File: src/rtl/axi_dma_pkg.sv
// rtl/axi_dma_pkg.sv - shared AXI constants, FSM state type and helpers for the read DMA
package axi_dma_pkg;

    localparam logic [1:0] AXI_BURST_INCR     = 2'b01;
    localparam logic [1:0] AXI_RESP_OKAY      = 2'b00;
    localparam int         AXI_BOUNDARY_BYTES = 4096;

    typedef enum logic [1:0] {
        IDLE,
        ISSUE,
        DRAIN,
        DONE
    } dma_state_t;

    function automatic int clog2(input int value);
        int result;
        int v;
        result = 0;
        v      = value - 1;
        while (v > 0) begin
            result = result + 1;
            v      = v >> 1;
        end
        return result;
    endfunction

endpackage

File: src/rtl/axi_burst_calc.sv
// rtl/axi_burst_calc.sv - burst length for the next AR: min of remaining, max burst and beats to 4 KB
module axi_burst_calc
    import axi_dma_pkg::*;
#(
    parameter int DATA_WIDTH    = 32,
    parameter int LEN_WIDTH     = 20,
    parameter int MAX_BURST_LEN = 16
) (
    input  logic [11:0]          addr_offset,
    input  logic [LEN_WIDTH-1:0] remaining,
    output logic [8:0]           beats,
    output logic [7:0]           arlen
);

    localparam int BYTE_SHIFT = clog2(DATA_WIDTH / 8);
    localparam int CW         = (LEN_WIDTH > 14) ? LEN_WIDTH : 14;

    logic [12:0]   bytes_to_boundary;
    logic [CW-1:0] rem_w;
    logic [CW-1:0] bnd_w;
    logic [CW-1:0] cap_w;
    logic [CW-1:0] min_a;
    logic [CW-1:0] min_b;
    logic          unused_hi;

    // Offset within the 4 KB page is always aligned, so the shift is exact.
    assign bytes_to_boundary = 13'(AXI_BOUNDARY_BYTES) - {1'b0, addr_offset};
    assign rem_w             = CW'(remaining);
    assign bnd_w             = CW'(bytes_to_boundary >> BYTE_SHIFT);
    assign cap_w             = CW'(MAX_BURST_LEN);

    assign min_a = (rem_w < cap_w) ? rem_w : cap_w;
    assign min_b = (min_a < bnd_w) ? min_a : bnd_w;

    // min_b is 1..256 whenever it is used; 256 wraps to arlen 255 as intended.
    assign beats     = min_b[8:0];
    assign arlen     = min_b[7:0] - 8'd1;
    assign unused_hi = ^min_b[CW-1:9];

endmodule

File: src/rtl/axi_read_dma.sv
// rtl/axi_read_dma.sv - AXI4 read-burst master splitting commands into 4 KB-safe INCR bursts
module axi_read_dma
    import axi_dma_pkg::*;
#(
    parameter int DATA_WIDTH      = 32,
    parameter int ADDR_WIDTH      = 32,
    parameter int ID_WIDTH        = 8,
    parameter int DMA_ID          = 0,
    parameter int MAX_BURST_LEN   = 16,
    parameter int MAX_OUTSTANDING = 4,
    parameter int LEN_WIDTH       = 20
) (
    input  logic                  clk,
    input  logic                  rst,
    input  logic [ADDR_WIDTH-1:0] cmd_addr,
    input  logic [LEN_WIDTH-1:0]  cmd_len,
    input  logic                  cmd_valid,
    output logic                  cmd_ready,
    output logic [DATA_WIDTH-1:0] out_data,
    output logic                  out_last,
    output logic                  out_valid,
    input  logic                  out_ready,
    output logic                  done,
    output logic                  done_err,
    output logic [ID_WIDTH-1:0]   m_axi_arid,
    output logic [ADDR_WIDTH-1:0] m_axi_araddr,
    output logic [7:0]            m_axi_arlen,
    output logic [2:0]            m_axi_arsize,
    output logic [1:0]            m_axi_arburst,
    output logic                  m_axi_arvalid,
    input  logic                  m_axi_arready,
    input  logic [DATA_WIDTH-1:0] m_axi_rdata,
    input  logic [1:0]            m_axi_rresp,
    input  logic                  m_axi_rlast,
    input  logic                  m_axi_rvalid,
    output logic                  m_axi_rready
);

    localparam int BYTES      = DATA_WIDTH / 8;
    localparam int BYTE_SHIFT = clog2(BYTES);
    localparam int OUT_W      = clog2(MAX_OUTSTANDING + 1);

    dma_state_t state;
    dma_state_t state_next;

    logic [ADDR_WIDTH-1:0] addr_q;
    logic [LEN_WIDTH-1:0]  remaining_q;
    logic [LEN_WIDTH-1:0]  beats_left_q;
    logic [OUT_W-1:0]      outstanding_q;
    logic                  err_q;
    logic                  arvalid_q;
    logic [ADDR_WIDTH-1:0] araddr_q;
    logic [7:0]            arlen_q;
    logic [8:0]            burst_beats_q;

    logic [8:0]            calc_beats;
    logic [7:0]            calc_arlen;
    logic                  cmd_hs;
    logic                  ar_hs;
    logic                  r_hs;
    logic                  rlast_hs;
    logic                  ar_launch;
    logic                  unused_resp;

    axi_burst_calc #(
        .DATA_WIDTH    (DATA_WIDTH),
        .LEN_WIDTH     (LEN_WIDTH),
        .MAX_BURST_LEN (MAX_BURST_LEN)
    ) u_burst_calc (
        .addr_offset (addr_q[11:0]),
        .remaining   (remaining_q),
        .beats       (calc_beats),
        .arlen       (calc_arlen)
    );

    assign cmd_ready = (state == IDLE) && !rst;
    assign cmd_hs    = cmd_valid && cmd_ready;
    assign ar_hs     = arvalid_q && m_axi_arready;
    assign r_hs      = m_axi_rvalid && out_ready;
    assign rlast_hs  = r_hs && m_axi_rlast;

    // A new AR is only raised from idle AR state, so the held beat count stays with its address.
    assign ar_launch = (state == ISSUE) && !arvalid_q && (remaining_q != '0)
                     && (outstanding_q < OUT_W'(MAX_OUTSTANDING));

    assign m_axi_arid    = ID_WIDTH'(DMA_ID);
    assign m_axi_araddr  = araddr_q;
    assign m_axi_arlen   = arlen_q;
    assign m_axi_arsize  = 3'(BYTE_SHIFT);
    assign m_axi_arburst = AXI_BURST_INCR;
    assign m_axi_arvalid = arvalid_q;

    assign out_data     = m_axi_rdata;
    assign out_valid    = m_axi_rvalid;
    assign out_last     = m_axi_rvalid && (beats_left_q == LEN_WIDTH'(1));
    assign m_axi_rready = out_ready;
    assign unused_resp  = m_axi_rresp[0];

    assign done     = (state == DONE);
    assign done_err = (state == DONE) && err_q;

    always_ff @(posedge clk or posedge rst) begin
        if (rst) begin
            state <= IDLE;
        end else begin
            state <= state_next;
        end
    end

    always_comb begin
        state_next = state;
        case (state)
            IDLE: begin
                if (cmd_hs) begin
                    state_next = (cmd_len == '0) ? DONE : ISSUE;
                end
            end
            ISSUE: begin
                if ((remaining_q == '0) && !arvalid_q) begin
                    state_next = DRAIN;
                end
            end
            DRAIN: begin
                if (beats_left_q == '0) begin
                    state_next = DONE;
                end
            end
            DONE:    state_next = IDLE;
            default: state_next = IDLE;
        endcase
    end

    always_ff @(posedge clk or posedge rst) begin
        if (rst) begin
            addr_q        <= '0;
            remaining_q   <= '0;
            arvalid_q     <= 1'b0;
            araddr_q      <= '0;
            arlen_q       <= '0;
            burst_beats_q <= '0;
        end else begin
            if (cmd_hs) begin
                addr_q      <= cmd_addr & ~ADDR_WIDTH'(BYTES - 1);
                remaining_q <= cmd_len;
            end
            if (ar_launch) begin
                arvalid_q     <= 1'b1;
                araddr_q      <= addr_q;
                arlen_q       <= calc_arlen;
                burst_beats_q <= calc_beats;
            end else if (ar_hs) begin
                arvalid_q   <= 1'b0;
                addr_q      <= addr_q + (ADDR_WIDTH'(burst_beats_q) << BYTE_SHIFT);
                remaining_q <= remaining_q - LEN_WIDTH'(burst_beats_q);
            end
        end
    end

    always_ff @(posedge clk or posedge rst) begin
        if (rst) begin
            beats_left_q  <= '0;
            outstanding_q <= '0;
            err_q         <= 1'b0;
        end else begin
            if (cmd_hs) begin
                beats_left_q <= cmd_len;
            end else if (r_hs && (beats_left_q != '0)) begin
                beats_left_q <= beats_left_q - LEN_WIDTH'(1);
            end

            if (cmd_hs) begin
                err_q <= 1'b0;
            end else if (r_hs && m_axi_rresp[1]) begin
                err_q <= 1'b1;
            end

            // Simultaneous AR accept and burst completion leave the count unchanged.
            case ({ar_hs, rlast_hs})
                2'b10:   outstanding_q <= outstanding_q + OUT_W'(1);
                2'b01:   if (outstanding_q != '0) outstanding_q <= outstanding_q - OUT_W'(1);
                default: outstanding_q <= outstanding_q;
            endcase
        end
    end

endmodule

File: config.mk
export PLATFORM = sky130hd
export DESIGN_NAME = axi_read_dma
export DESIGN_NICKNAME = d
export VERILOG_FILES = /design/src/rtl/axi_dma_pkg.sv /design/src/rtl/axi_burst_calc.sv /design/src/rtl/axi_read_dma.sv
export SDC_FILE = /design/constraint.sdc
export NUM_CORES = 1
export LEC_CHECK = 0
export ABC_AREA = 1
export CORE_MARGIN = 2
export CORE_UTILIZATION = 25
export DETAILED_ROUTE_END_ITERATION = 16
export PLACE_DENSITY = 0.46
export SLEW_MARGIN = 10
export SYNTH_ARGS = -nofsm -noshare
export SYNTH_HDL_FRONTEND = slang
export SYNTH_SLANG_ARGS = --single-unit
File: constraint.sdc
create_clock -name clk -period 6.65 [get_ports clk]
set_input_delay 0.665 -clock clk [delete_from_list [all_inputs] [get_ports clk]]
set_output_delay 0.665 -clock clk [all_outputs]
set_load 0.01 [all_outputs]
Yosys cells after proc, flatten, opt, wreduce, memory -nomap -nowiden
Cells that the tools add are included.
Word-level totals
  register bits: 128
  output and inout port bits: 92
  word-level logic and storage cells: 79
Operators by class
  add/sub/neg operators: 7
  order comparisons: 3
  eq/ne operators: 10
  muxes and demuxes: 21
  reductions and logical operators: 28
Operators by type and width (count)
  20-bit two-way mux: 6
  32-bit two-way mux: 3
  20-bit zero test: 3
  20-bit nonzero test: 2
  32-bit by 11-bit adder with 32-bit output: 1
  20-bit by 1-bit equality test with 1-bit output (second input constant): 1
  20-bit by 11-bit < comparator with 1-bit output: 1
  20-bit by 5-bit < comparator with 1-bit output (second input constant): 1
  20-bit by 1-bit subtractor with 20-bit output (second input constant): 1
  20-bit by 9-bit subtractor with 20-bit output: 1
  1-bit logical AND: 13
  13-bit by 12-bit subtractor with 13-bit output (first input constant): 1
  9-bit two-way mux: 1
  2-bit two-way mux: 4
  2-bit case mux with 4 select lines: 1
  2-bit nonzero test: 4
  8-bit by 1-bit subtractor with 8-bit output (second input constant): 1
  2-bit equality test (second input constant): 3
  2-bit != test (second input constant): 3
  3-bit case mux with 2 select lines: 1
  2-bit by 1-bit equality test with 1-bit output (second input constant): 2
  1-bit two-way mux: 4
  3-bit by 1-bit adder with 3-bit output (second input constant): 1
  3-bit < comparator (second input constant): 1
  other kinds (8): 9

Longest topological paths before layout
Gate-level depths: netlist of run 1.
  word-level depth: 6
  gate-level depth with buffers: 26
  mapped depth without buffers: 26

By module
From an unflattened synthesis of run 1, not the netlist that was laid out.
Second synthesis, totals
  cells, all modules: 1422
  area, all modules: 9628.0 µm²
Modules (own cells, without submodules)
  axi_read_dma: instances 1, cells each 1283, area an instance 8883.5 µm²
  axi_burst_calc: instances 1, cells each 139, area an instance 744.5 µm²

Least setup slack after synthesis of run 1
No wires, ideal clock.
  path kind: register to register
  start: register addr_q[0]
  end: register arlen_q[6], in the netlist m_axi_arlen[6]
  arrival time: 3285 ps
  required time: 6525 ps
  setup slack: 3240 ps
  cell stages (with the launch flop): 25
  buffers on the path: 0
  clock period less this slack: 3410 ps
  cells stage by stage: dfrtp_1 -> nor2_2 -> nand2_1 -> nor2_2 -> nand2_2 -> nor2_4 -> inv_2 -> nor3_2 -> nand2_1 -> nor2_2 -> inv_1 -> nor2_1 -> nand2_1 -> ha_1 -> nand3_1 -> inv_1 -> a221oi_4 -> nand3_1 -> nand2_4 -> ha_1 -> nand2_2 -> nor2_4 -> nand2_1 -> nand2_1 -> nand3_1
On the way
  cells in the longest elaborated chain, start to end: 4
RTL lines
  start: declaration: line axi_read_dma.sv:46  | logic [ADDR_WIDTH-1:0] addr_q;
  start signal: assignment: line axi_read_dma.sv:143  | addr_q <= cmd_addr & ~ADDR_WIDTH'(BYTES - 1);
  start signal: assignment: line axi_read_dma.sv:153  | addr_q <= addr_q + (ADDR_WIDTH'(burst_beats_q) << BYTE_SHIFT);
  13-bit by 12-bit subtractor with 13-bit output (*): line axi_burst_calc.sv:27  | assign bytes_to_boundary = 13'(AXI_BOUNDARY_BYTES) - {1'b0, addr_offset};
  20-bit by 11-bit < comparator with 1-bit output: line axi_burst_calc.sv:33  | assign min_b = (min_a < bnd_w) ? min_a : bnd_w;
  9-bit two-way mux (*): line axi_burst_calc.sv:33
  8-bit by 1-bit subtractor with 8-bit output (*): line axi_burst_calc.sv:37  | assign arlen = min_b[7:0] - 8'd1;
  end signal: assignment: line axi_read_dma.sv:149  | arlen_q <= calc_arlen;
  end: declaration: line axi_read_dma.sv:53  | logic [7:0] arlen_q;
Mark *: on every way between the ends. The rest lies on a longest branch, timed or not.
A chain may end at the register's enable or synchronous reset.

Worst setup path after layout of run 1
Same ends and word-level chain as after synthesis.

==> results by stage, run 1 <==
Outcome:
- The flow ran to the end, and the final reports show no timing, DRC or antenna violations.

Logic synthesis:
- After technology mapping, the gate count stands at 1,095.
- The mean instance size in the synthesized netlist is 7.65 sq um.
- For this run, the register share of the synthesized area comes to 38.3%.
- The main flop type after synthesis is sky130_fd_sc_hd__dfrtp_1.
- The area fraction in compound gates after synthesis is 14.7%.
- After Yosys synthesis, full adders, half adders and majority gates account for 5.95% of the synthesized area.
- The fraction of registers with async set or reset after synthesis is 100%.
- The count of cell types in the netlist is 52.
- The cell area after technology mapping is 8370 sq um.
- The simple logic cell fraction of the synthesized area is 24.8%.
- The synthesized design contains 0 enable-type register cells.
- Multiplexer cells account for 0.254% of the synthesized area.
- The number of warning messages in the yosys log is 0.
- The xor and xnor fraction of the mapped netlist area is 4.71%.
- The combinational family with the most area after synthesis is simple AND/OR/NAND/NOR gates.
- Counting flops and latches in the post-synthesis netlist gives 128.

Placement:
- Routability-driven placement finished with a final weighted congestion of 0.814.
- Detailed placement ended at an HPWL of 17,500 um.
- The count of port buffers added during placement is 104.
- In this run, placement finished with an instance count of 1,592.

Finish:
- The number of nets in the final layout is 1,294.
- The finished layout holds 1,625 standard cells, fillers aside.
- The growth of design area from synthesis to finish is 21.9%.
- The post-route netlist has 7.82% of its cells at a drive strength greater than 1.

STA:
- The actual slew at the worst max-slew pin is 0.915 ns.
- For this run, the top clock speed supported by timing is 260 MHz.
- The share of the clock period used by the worst path after layout is 57.9%.
- The worst clock skew is 0.00987 ns.
- The count of final setup violators is 0.
- The worst slew margin relative to its limit is 38.8%.
- The clock period minus final worst setup slack is 3.85 ns.
- Setup repair after global routing left no endpoint under its margin.
- The post-route setup TNS is 0 ns.
- The number of endpoints with negative hold slack in the final report came to 0.
- The number of max-slew violations in the final report is 0.

Floorplan:
- The floorplan has 67 rows.
- In this run the count of I/O pins placed on the die edge is 185.
- From bottom edge to top edge, the die measures 187 um.
- The floorplan step defined a die boundary enclosing 35,000 sq um.
- The area of the core is 33,300 sq um.
- The initial utilization of the core area, before any placement, comes to 25.2%.
- The floorplan step set the die width to 187 um.

Route:
- The antenna violation net count after detailed routing is 0.
- The detailed-route via count is 7,224.
- The number of remaining DRC errors is 0.
- The pre-antenna-repair detailed-routing pass consisted of 5 iterations.
- The average detailed-routed wire length per instance is 14.8 um.
- The DRC marker count from the first detailed-route iteration is 362.
- The aggregate routed wire length is 24,000 um.
- Using the TritonRoute via totals, the vias-per-cell ratio works out to 4.45.

Clock tree:
- Buffers inserted during clock tree synthesis total 17.
- The root buffer cell is sky130_fd_sc_hd__clkbuf_16.
- Post-CTS timing repair inserted 0 buffers for setup.
- The number of hold-repair buffers added at the cts stage is 0.
- The maximum clock path buffer count is 2.
- The sink count of the clock tree is 128.
- The clock tree from TritonCTS is done.
- The clock-pin slew on the worst setup and hold paths is 0.06 ns.
- Gates resized during post-CTS repair numbered 0.
- The H-tree level count is 4.
- The clock latency of the later-clocked register in the worst-skew pair is 0.42 ns.

Pwr:
- The power density normalized to cell area is 473 nW/um^2.
- The peak supply drop is 0.148 mV.
- For this design the static power due to leakage is 4.71 nW.

Setup path:
- Data on the critical path arrives at its endpoint at 4.14 ns.
- The data required time of the critical path is 6.95 ns.
- The critical path is of the flop to flop type.
- In this run the worst path has a maximum fanout of 7.
- The cell depth of the worst flop-to-flop path is 24.
- The endpoint class of the critical path is a flop.
- STA classifies the critical path startpoint as a flop.

Run:
- The number of maximum-capacitance violations is 0.

Global route:
- The number of antenna violations at the first check in global routing is 0.
- The total track usage is 14.2%.
- After global routing the overflow that remains totals 0.
- The via count of the first global-routing pass is 7,053.
- The pin count of the biggest net entering global routing is 84.
- The first global-routing pass estimated 39,000 um of wire.

Worst hold path:
- Along the worst hold path, the cell count comes to 2.
- The tightest min-delay check is of the flop to flop type.
==> layout by cell type, fill, tap and decap left out, types with 9 or more instances in the layout <==
cell type and n:
sky130_fd_sc_hd__nand2_2 15, sky130_fd_sc_hd__clkbuf_16 17, sky130_fd_sc_hd__inv_1 115, sky130_fd_sc_hd__nor4_1 9
sky130_fd_sc_hd__clkdlybuf4s50_1 104, sky130_fd_sc_hd__xor2_1 38, sky130_fd_sc_hd__nor3_1 18, sky130_fd_sc_hd__dfrtp_1 128
sky130_fd_sc_hd__nand2_1 260, sky130_fd_sc_hd__nand3_1 38, sky130_fd_sc_hd__ha_1 35, sky130_fd_sc_hd__conb_1 19
sky130_fd_sc_hd__a31oi_1 16, sky130_fd_sc_hd__o21ai_0 101, sky130_fd_sc_hd__a21oi_1 57, sky130_fd_sc_hd__nor2_1 85
==> metal layers <==
layer	part of all wire (%)	global-route usage [%]
met4	1.3	3.88
met2	49	23.8
met1	47	18.6
met3	3.6	2.53
met5	0	0
==> report_power, final <==
part | internal (mW) | switching, mW
Clock | 0.591 | 0.384
Combinational | 0.983 | 1.38
Sequential | 1.15 | 0.345
==> synth_stat cells, types with 2 or more instances <==
cell,number,area share (%)
sky130_fd_sc_hd__xor2_1,38,4.0
sky130_fd_sc_hd__inv_1,116,5.2
sky130_fd_sc_hd__o31ai_1,2,0.18
sky130_fd_sc_hd__nand3_2,2,0.24
sky130_fd_sc_hd__buf_4,48,4.3
sky130_fd_sc_hd__a22oi_1,4,0.36
sky130_fd_sc_hd__o211ai_1,7,0.63
sky130_fd_sc_hd__a21oi_1,57,3.4
sky130_fd_sc_hd__o221ai_1,3,0.31
sky130_fd_sc_hd__o21ai_1,4,0.24
sky130_fd_sc_hd__a221o_1,2,0.24
sky130_fd_sc_hd__nand2_1,263,12
sky130_fd_sc_hd__nor4_1,9,0.67
sky130_fd_sc_hd__xnor2_1,7,0.73
sky130_fd_sc_hd__clkbuf_1,22,0.99
sky130_fd_sc_hd__inv_2,3,0.13
sky130_fd_sc_hd__nor2_4,6,0.81
sky130_fd_sc_hd__a211oi_1,2,0.18
sky130_fd_sc_hd__nor3_2,3,0.36
sky130_fd_sc_hd__a21o_1,2,0.18
sky130_fd_sc_hd__o22ai_1,3,0.22
sky130_fd_sc_hd__nor3b_1,2,0.18
sky130_fd_sc_hd__nor2_1,85,3.8
sky130_fd_sc_hd__o21bai_1,5,0.45
sky130_fd_sc_hd__nand4_1,8,0.60
sky130_fd_sc_hd__o21ai_2,2,0.21
sky130_fd_sc_hd__or2_2,3,0.22
sky130_fd_sc_hd__nor3_1,18,1.1
sky130_fd_sc_hd__nand2_4,5,0.67
sky130_fd_sc_hd__fa_1,3,0.72
sky130_fd_sc_hd__nand3_1,38,2.3
sky130_fd_sc_hd__o21ai_0,101,6.0
sky130_fd_sc_hd__dfrtp_1,128,38
sky130_fd_sc_hd__ha_1,35,5.2
sky130_fd_sc_hd__a31oi_1,16,1.2
sky130_fd_sc_hd__a21oi_2,2,0.21
sky130_fd_sc_hd__conb_1,2,0.090
sky130_fd_sc_hd__nor2_2,8,0.60
sky130_fd_sc_hd__nand2_2,12,0.90
sky130_fd_sc_hd__buf_2,5,0.30
sky130_fd_sc_hd__buf_1,3,0.13
==> through the flow <==
stage	setup WS (ns)	hold slack [ns]	area [sq um]	total power, mW	util (%)
finish	2.80	0.479	10200	4.83	30.7
global route	2.41	0.521	10200	5.31	30.7
CTS	2.77	0.486	10200	4.90	30.7
detailed placement	2.78	0.469	9610	3.89	28.9
global placement	2.82	0.469	9610	3.87	28.9
floorplan	2.57	0.464	8440	3.15	-
==> layout make-up <==
class | count | area [sq um]
antenna | 1 | 2.50
clock buffer | 19 | 433
clock inverter | 13 | 163
fill | 3589 | 23100
inverter | 120 | 458
multi-input combinational | 785 | 4290
sequential | 128 | 3200
tap | 448 | 561
timing repair buffer | 111 | 1090
==> worst paths after layout <==
check | start | to | slack [ns]
max | addr_q[0] | m_axi_arlen[6] | 2.80
min | m_axi_araddr[19] | m_axi_araddr[19] | 0.48
max reg2reg | addr_q[0] | m_axi_arlen[6] | 2.80
min reg2reg | m_axi_araddr[19] | m_axi_araddr[19] | 0.48
max in group asynchronous | rst | m_axi_araddr[27] | 4.76
min in group asynchronous | rst | beats_left_q[13] | 0.73
==> flip-flops by register name, summed over array words and instances (netlist names) <==
register and count:
beats_left_q 20, outstanding_q 3, burst_beats_q 9, m_axi_arvalid 1, state 2, remaining_q 20, err_q 1, addr_q 32
m_axi_arlen 8, m_axi_araddr 32
==> logic make-up after synthesis <==
| kind of cell | after synthesis |
|---|---|
| and+or+nand+nor | 465 |
| AOI/OAI and AO/OA | 216 |
| buffers and inverters | 199 |
| DFF | 128 |
| xor gates and xnor gates | 45 |
| adders and majority gates | 38 |
| other | 2 |
| muxes | 2 |
==> critical path, stage by stage (launching register included) <==
cell and delay [ns]:
sky130_fd_sc_hd__dfrtp_1 0.38, sky130_fd_sc_hd__nor2_2 0.13, sky130_fd_sc_hd__nand2_1 0.11, sky130_fd_sc_hd__nor2_2 0.12, sky130_fd_sc_hd__nand2_2 0.09, sky130_fd_sc_hd__nor2_4 0.14, sky130_fd_sc_hd__inv_2 0.05, sky130_fd_sc_hd__nor3_2 0.19
sky130_fd_sc_hd__nand2_1 0.14, sky130_fd_sc_hd__nor2_2 0.11, sky130_fd_sc_hd__inv_1 0.07, sky130_fd_sc_hd__nor2_1 0.12, sky130_fd_sc_hd__nand2_1 0.09, sky130_fd_sc_hd__ha_1 0.33, sky130_fd_sc_hd__nand3_1 0.12, sky130_fd_sc_hd__inv_1 0.07
sky130_fd_sc_hd__a221oi_4 0.50, sky130_fd_sc_hd__nand3_1 0.21, sky130_fd_sc_hd__nand2_4 0.15, sky130_fd_sc_hd__ha_1 0.18, sky130_fd_sc_hd__nand2_2 0.09, sky130_fd_sc_hd__nor2_4 0.12, sky130_fd_sc_hd__nand2_1 0.05, sky130_fd_sc_hd__nand2_1 0.06
sky130_fd_sc_hd__nand3_1 0.07
No activity file was read; power rests on OpenSTA's default activity.
==> run 2, diff against run 1 <==
==> constraint.sdc (replaced) <==
create_clock -name clk -period 3.85 [get_ports clk]
set_input_delay 0.385 -clock clk [delete_from_list [all_inputs] [get_ports clk]]
set_output_delay 0.385 -clock clk [all_outputs]
set_load 0.01 [all_outputs]
==> results by stage, run 2 (same netlist as run 1, synthesis figures left out) <==
Outcome:
- The run finished with clean final reports.

Placement:
- The estimated wirelength of the detail-placed design is 17,900 um.
- The count of buffers added on input and output ports is 104.
- The worst slack at placement is 0.0918 ns.
- The final weighted congestion of routability-driven global placement is 0.835.

Run:
- The number of maximum-capacitance violations is 0.

Floorplan:
- The number of top-level pins is 185.
- The cell row count is 67.
- The area of the core is 33,300 sq um.
- The area enclosed by the die boundary is 35,000 sq um.
- The x dimension of the die is 187 um.
- The floorplan step set the die height to 187 um.
- The starting utilization of the core area is 25.2%.

Clock tree:
- Hold repair after CTS inserted 0 buffers.
- The root buffer cell is sky130_fd_sc_hd__clkbuf_16.
- TritonCTS built the clock tree.
- The clock drives 128 sinks.
- The H-tree level count is 4.
- The clock passes through at most 2 buffers.
- Clock tree synthesis inserted a total of 17 buffers.
- The clock latency of the later-clocked register in the worst-skew pair is 0.43 ns.
- Clock-pin slew was measured on the worst setup and hold paths at 0.07 ns.

Pwr:
- Of the total power, combinational logic draws 48.7%.
- The share of total power in the clock network is 21.0%.
- The switching component of the power is 3.68 mW.
- Dividing total power by cell area gives a power density of 826 nW/um^2.
- The switching share of power is 42.9%.
- The peak supply drop is 0.271 mV.
- The internal power summed over all cells is 4.90 mW.
- The sequential cell fraction of total power is 30.3%.
- The standby leakage power is 4.80 nW.

Finish:
- The leading cell type in the layout, fill and taps excluded is sky130_fd_sc_hd__nand2_1.
- Relative to the synthesized area, the layout overhead comes to 24.1%.
- The sequential cells in the finished layout cover a total of 3200 sq um.
- The utilization of the core after routing is 31.2%.
- Cells with a size suffix above 1 make up 9.03% of the layout.
- The multi-input combinational cells in the finished layout cover a total of 4330 sq um.
- The number of nets in the final layout is 1,304.
- The top cell types in the final layout, fill and taps aside, are 259 x sky130_fd_sc_hd__nand2_1, 128 x sky130_fd_sc_hd__dfrtp_1, 115 x sky130_fd_sc_hd__inv_1.
- The count of filler cells inserted in the layout is 3,595.

Global route:
- The number of antenna violations at the first check in global routing was 3.
- The via count of the first global-routing pass is 7,090.
- The first global-routing pass estimated 39,500 um of wire.
- The pin count of the biggest net entering global routing is 84.
- The total track usage is 14.2%.
- The sum of overflow across all layers after global routing is 0.

Route:
- In the routed design, unresolved DRC markers number 0.
- The detailed-route via count is 7,187.
- The number of optimization iterations in the first detailed-route pass is 5.
- Summed over all layers, the routed wires come to 24,500 um.
- The DRC marker count from the first detailed-route iteration is 495.
- Using the TritonRoute via totals, the vias-per-cell ratio works out to 4.40.
- The antenna violation net count after detailed routing is 0.
- After detailed routing, the average wire length per cell comes to 15.0 um.

Setup path:
- Measured in cells, the most critical reg-to-reg path has a length of 25.
- The startpoint kind of the worst setup timing path is a flop.
- The endpoint class of the critical path is a flop.
- The data arrival time of the worst path is 3.84 ns.
- The critical path start-end classification is flop to flop.
- Along the worst path, the maximum fanout reaches 3.
- The data required time of the critical path is 4.16 ns.

STA:
- Setup violations remaining at the end of the flow were counted as 0.
- Hold timing on the final database bottoms out at a slack of 0.466 ns.
- The final critical path takes up 91.6% of the cycle.
- The clock period minus final worst setup slack is 3.53 ns.
- The worst slew margin relative to its limit is 48.3%.
- The worst clock skew is 0.0192 ns.
- The number of endpoints with negative hold slack in the final report is 0.
- The peak clock frequency supported by timing is 283 MHz.
- The actual slew at the worst max-slew pin is 0.776 ns.
- The post-route worst setup slack is 0.322 ns.
- Adding up every negative setup slack in the final design gives 0 ns.
- The number of max-slew violations in the final report came to 0.

Worst hold path:
- The tightest min-delay check is of the input port to async pin type.
run 2: layout make-up:
cell class / count / area share (%)
multi-input combinational: 785 / 41.6
inverter: 120 / 4.41
tap: 448 / 5.40
antenna: 1 / 0.0241
timing repair buffer: 121 / 11.5
sequential: 128 / 30.8
clock inverter: 13 / 2.04
clock buffer: 18 / 4.13
run 2: power by group through the flow:
stage                     clock, mW  combinational (mW)  sequential (mW)
after floorplan                   0                2.91             2.53
after global placement            0                4.13             2.61
after global routing           1.90                4.78             2.70
after detailed placement          0                4.17             2.61
final                          1.80                4.18             2.60
after CTS                      1.85                4.19             2.60
run 2: final timing paths:
path                             startpoint                to  slack, ns
max reg2reg                       addr_q[0]    m_axi_arlen[6]       0.32
min                                     rst             err_q       0.47
max in group asynchronous               rst        addr_q[30]       2.60
min in group clk           m_axi_araddr[19]  m_axi_araddr[19]       0.48
min reg2reg                m_axi_araddr[19]  m_axi_araddr[19]       0.48
max                               addr_q[0]    m_axi_arlen[6]       0.32
run 2: layer usage:
layer	GRT usage, %	share of wire (%)	vias up
li1	-	-	3670
met1	18.4	47	3351
met2	24.2	48	139
met3	2.80	3.5	23
met4	4.06	1.6	4
met5	0	0.090	-
run 2: what timing repair did:
action / in CTS / in global routing
buffers inserted: 0 / 5
endpoints found under the hold margin: 0 / 0
resized for setup: 0 / 8
setup endpoints to repair: 0 / 9
run 2: per-stage QoR:
step	total power [mW]	std cells	cell area, sq um
floorplan	5.44	1112	8440
global placement	6.74	1597	9670
detailed placement	6.78	1597	9670
CTS	8.63	1628	10300
global route	9.38	1633	10400
finish	8.58	1634	10400
run 2: worst max-delay path: stages (launching register included):
cell	delay [ns]
sky130_fd_sc_hd__dfrtp_1	0.39
sky130_fd_sc_hd__nor2_2	0.12
sky130_fd_sc_hd__nand2_1	0.10
sky130_fd_sc_hd__nor2_2	0.15
sky130_fd_sc_hd__nand2_2	0.10
sky130_fd_sc_hd__nor2_4	0.13
sky130_fd_sc_hd__inv_2	0.06
sky130_fd_sc_hd__nor3_4	0.22
sky130_fd_sc_hd__nand2_2	0.09
sky130_fd_sc_hd__nor2_2	0.10
sky130_fd_sc_hd__inv_1	0.08
sky130_fd_sc_hd__o21ai_1	0.12
sky130_fd_sc_hd__nand2_1	0.06
sky130_fd_sc_hd__ha_1	0.30
sky130_fd_sc_hd__nand3_2	0.09
sky130_fd_sc_hd__inv_1	0.06
sky130_fd_sc_hd__a221oi_4	0.26
sky130_fd_sc_hd__buf_4	0.18
sky130_fd_sc_hd__nand3_1	0.11
sky130_fd_sc_hd__nand2_4	0.09
sky130_fd_sc_hd__ha_1	0.17
sky130_fd_sc_hd__nand2_2	0.09
sky130_fd_sc_hd__nor2_4	0.13
sky130_fd_sc_hd__nand2_1	0.05
sky130_fd_sc_hd__nand2_1	0.07
sky130_fd_sc_hd__nand3_1	0.08
==> run 3, diff against run 2 <==
--- a/config.mk
+++ b/config.mk
@@ -9,6 +9,7 @@
 export CORE_MARGIN = 2
 export CORE_UTILIZATION = 25
 export DETAILED_ROUTE_END_ITERATION = 16
+export MAX_ROUTING_LAYER = met4
 export PLACE_DENSITY = 0.46
 export SLEW_MARGIN = 10
 export SYNTH_ARGS = -nofsm -noshare
==> results by stage, run 3 (same netlist as run 1, synthesis figures left out) <==
Outcome:
- The run finished with clean final reports.

Clock tree:
- The clock reaches the later pin of the worst-skew pair after 0.42 ns.
- The clock-pin slew on the worst setup and hold paths is 0.07 ns.
- The root buffer cell is sky130_fd_sc_hd__clkbuf_16.
- The number of buffers added by the clock tree synthesis step is 17.
- The sink count of the clock tree is 128.
- The number of hold-repair buffers added at the cts stage is 0.
- TritonCTS built the clock tree.
- The H-tree was split into 4 levels.
- The maximum clock path buffer count is 2.

Run:
- The number of maximum-capacitance violations is 0.

Setup path:
- The cell depth of the worst flop-to-flop path is 25.
- The critical path's slowest cell is sky130_fd_sc_hd__dfrtp_1.
- At the worst endpoint, the required time is 4.15 ns.
- Of all nets on the critical path, the largest fanout is 3.
- The reg-to-reg endpoint is m_axi_arlen[6].
- The startpoint kind of the worst setup timing path is a flop.
- The worst setup path is captured at a flop.
- At the worst endpoint, the arrival time is 3.83 ns.
- The capture point of the critical path is m_axi_arlen[6].
- The timing startpoint of the critical path is addr_q[0].
- The worst reg-to-reg setup slack is 0.33 ns.
- The most numerous cell type found on the critical path is sky130_fd_sc_hd__nand2_2.
- The startpoint identified for the worst register-to-register timing path is addr_q[0].
- The critical path runs through a total of 25 cells.
- The setup path with the least slack is of type flop to flop.
- The largest stage delay on the critical path is 0.39 ns.
- The number of buffers and inverters on the critical path is 4.
- The category of cells accounting for the largest share of critical-path delay is simple AND/OR/NAND/NOR gates.

Route:
- The first routing iteration left 452 violations.
- The count of nets left with antenna violations once routing finished came out at 0.
- The number of remaining DRC errors is 0.
- The detailed-route via count is 7,195.
- The average detailed-routed wire length per instance is 15.0 um.
- The first detailed-routing pass took 5 iterations.
- The aggregate routed wire length is 24,500 um.
- Dividing the detail-routed via count by the number of cells gives 4.40.

Global route:
- The total track usage is 14.7%.
- Entering global routing, the biggest net connects 84 pins.
- The via count of the first global-routing pass is 7,099.
- The number of antenna violations at the first check in global routing was 3.
- The global-route wire length before repair is 39,500 um.
- The sum of overflow across all layers after global routing is 0.

Floorplan:
- 185 I/O pins were placed.
- The area of the core is 33,300 sq um.
- The cell row count is 67.
- The height of the chip is 187 um.
- The die covers 35,000 sq um.
- The x dimension of the die is 187 um.
- Once the floorplan was initialized, standard cells occupied 25.2% of the core.

STA:
- For the pin with the worst max-slew slack, the measured transition is 0.781 ns.
- The share of the clock period used by the worst path after layout is 91.5%.
- Setup violations remaining at the end of the flow were counted as 0.
- The number of endpoints with negative hold slack in the final report was 0.
- The post-route setup TNS is 0 ns.
- The number of max-slew violations in the final report is 0.
- The final hold slack is 0.471 ns.
- The worst slew margin relative to its limit is 47.9%.
- The worst clock skew is 0.0164 ns.
- The worst path in the final design needs a cycle of 3.52 ns, including I/O delays and setup.
- The post-route worst setup slack is 0.326 ns.
- Timing would allow up to 284 MHz.

Pwr:
- The power density normalized to cell area is 825 nW/um^2.
- The peak supply drop is 0.271 mV.
- The standby leakage power is 4.80 nW.

Placement:
- The estimated wirelength of the detail-placed design is 17,900 um.
- The count of port buffers added during placement is 104.
- The worst slack at placement is 0.0918 ns.
- The final weighted congestion of routability-driven global placement is 0.848.

Finish:
- The growth of design area from synthesis to finish is 24.2%.
- The final layout contains 1,304 nets.
- Leaving out fill and tap cells, the most frequent cells in the layout are 258 x sky130_fd_sc_hd__nand2_1, 128 x sky130_fd_sc_hd__dfrtp_1, 115 x sky130_fd_sc_hd__inv_1.
- The layout cell share with drive strength beyond 1 is 9.11%.
- Leaving out fill and tap cells, the most frequent cell in the layout is sky130_fd_sc_hd__nand2_1.

Worst hold path:
- The type of the most critical hold path is input port to async pin.
==> run 3: cell types whose count changed in the layout (fill, tap and decap cells not counted) <==
cell	previous run	this run
sky130_fd_sc_hd__diode_2	1	3
sky130_fd_sc_hd__nand2_2	16	17
sky130_fd_sc_hd__nand2_1	259	258
==> run 3: cell type report <==
cell class	count	area, sq um
antenna	3	7.51
clock buffer	18	429
clock inverter	13	211
fill	3594	22900
inverter	120	458
multi-input combinational	785	4330
sequential	128	3200
tap	448	561
timing repair buffer	121	1200
==> run 3: report_power, final <==
| group | internal (mW) | switching, mW | leakage, nW |
|---|---|---|---|
| Combinational | 1.77 | 2.42 | 2.92 |
| Clock | 1.15 | 0.649 | 0.310 |
| Sequential | 1.99 | 0.611 | 1.57 |
==> run 3: per-stage QoR <==
step                utilization [%]  instances  cell area, sq um  total power [mW]
finish                         31.2       1636             10400              8.58
global route                   31.2       1636             10400              9.38
CTS                            31.0       1628             10300              8.63
detailed placement             29.1       1597              9670              6.78
global placement               29.1       1597              9670              6.74
floorplan                         -       1112              8440              5.44
==> run 3: repair_timing <==
action,in CTS,in global routing
buffers inserted,0,5
resized for setup,0,9
endpoints found under the setup margin,0,10
==> run 3: how the worst min path moves through the flow <==
| stage | from | to | slack [ns] |
|---|---|---|---|
| floorplan | outstanding_q[0] | outstanding_q[0] | 0.46 |
| global placement | m_axi_araddr[7] | m_axi_araddr[7] | 0.47 |
| detailed placement | m_axi_araddr[19] | m_axi_araddr[19] | 0.47 |
| CTS | m_axi_araddr[19] | m_axi_araddr[19] | 0.49 |
| global route | m_axi_araddr[10] | m_axi_araddr[10] | 0.51 |
| finish | rst | err_q | 0.47 |
==> run 3: routing by layer <==
layer | track usage [%] | vias to the layer above | wire (um)
met5 | - | - | 0
met3 | 2.70 | 13 | 731
met1 | 18.4 | 3371 | 11600
met4 | 4.06 | 0 | 280
li1 | - | 3684 | -
met2 | 24.2 | 127 | 11900
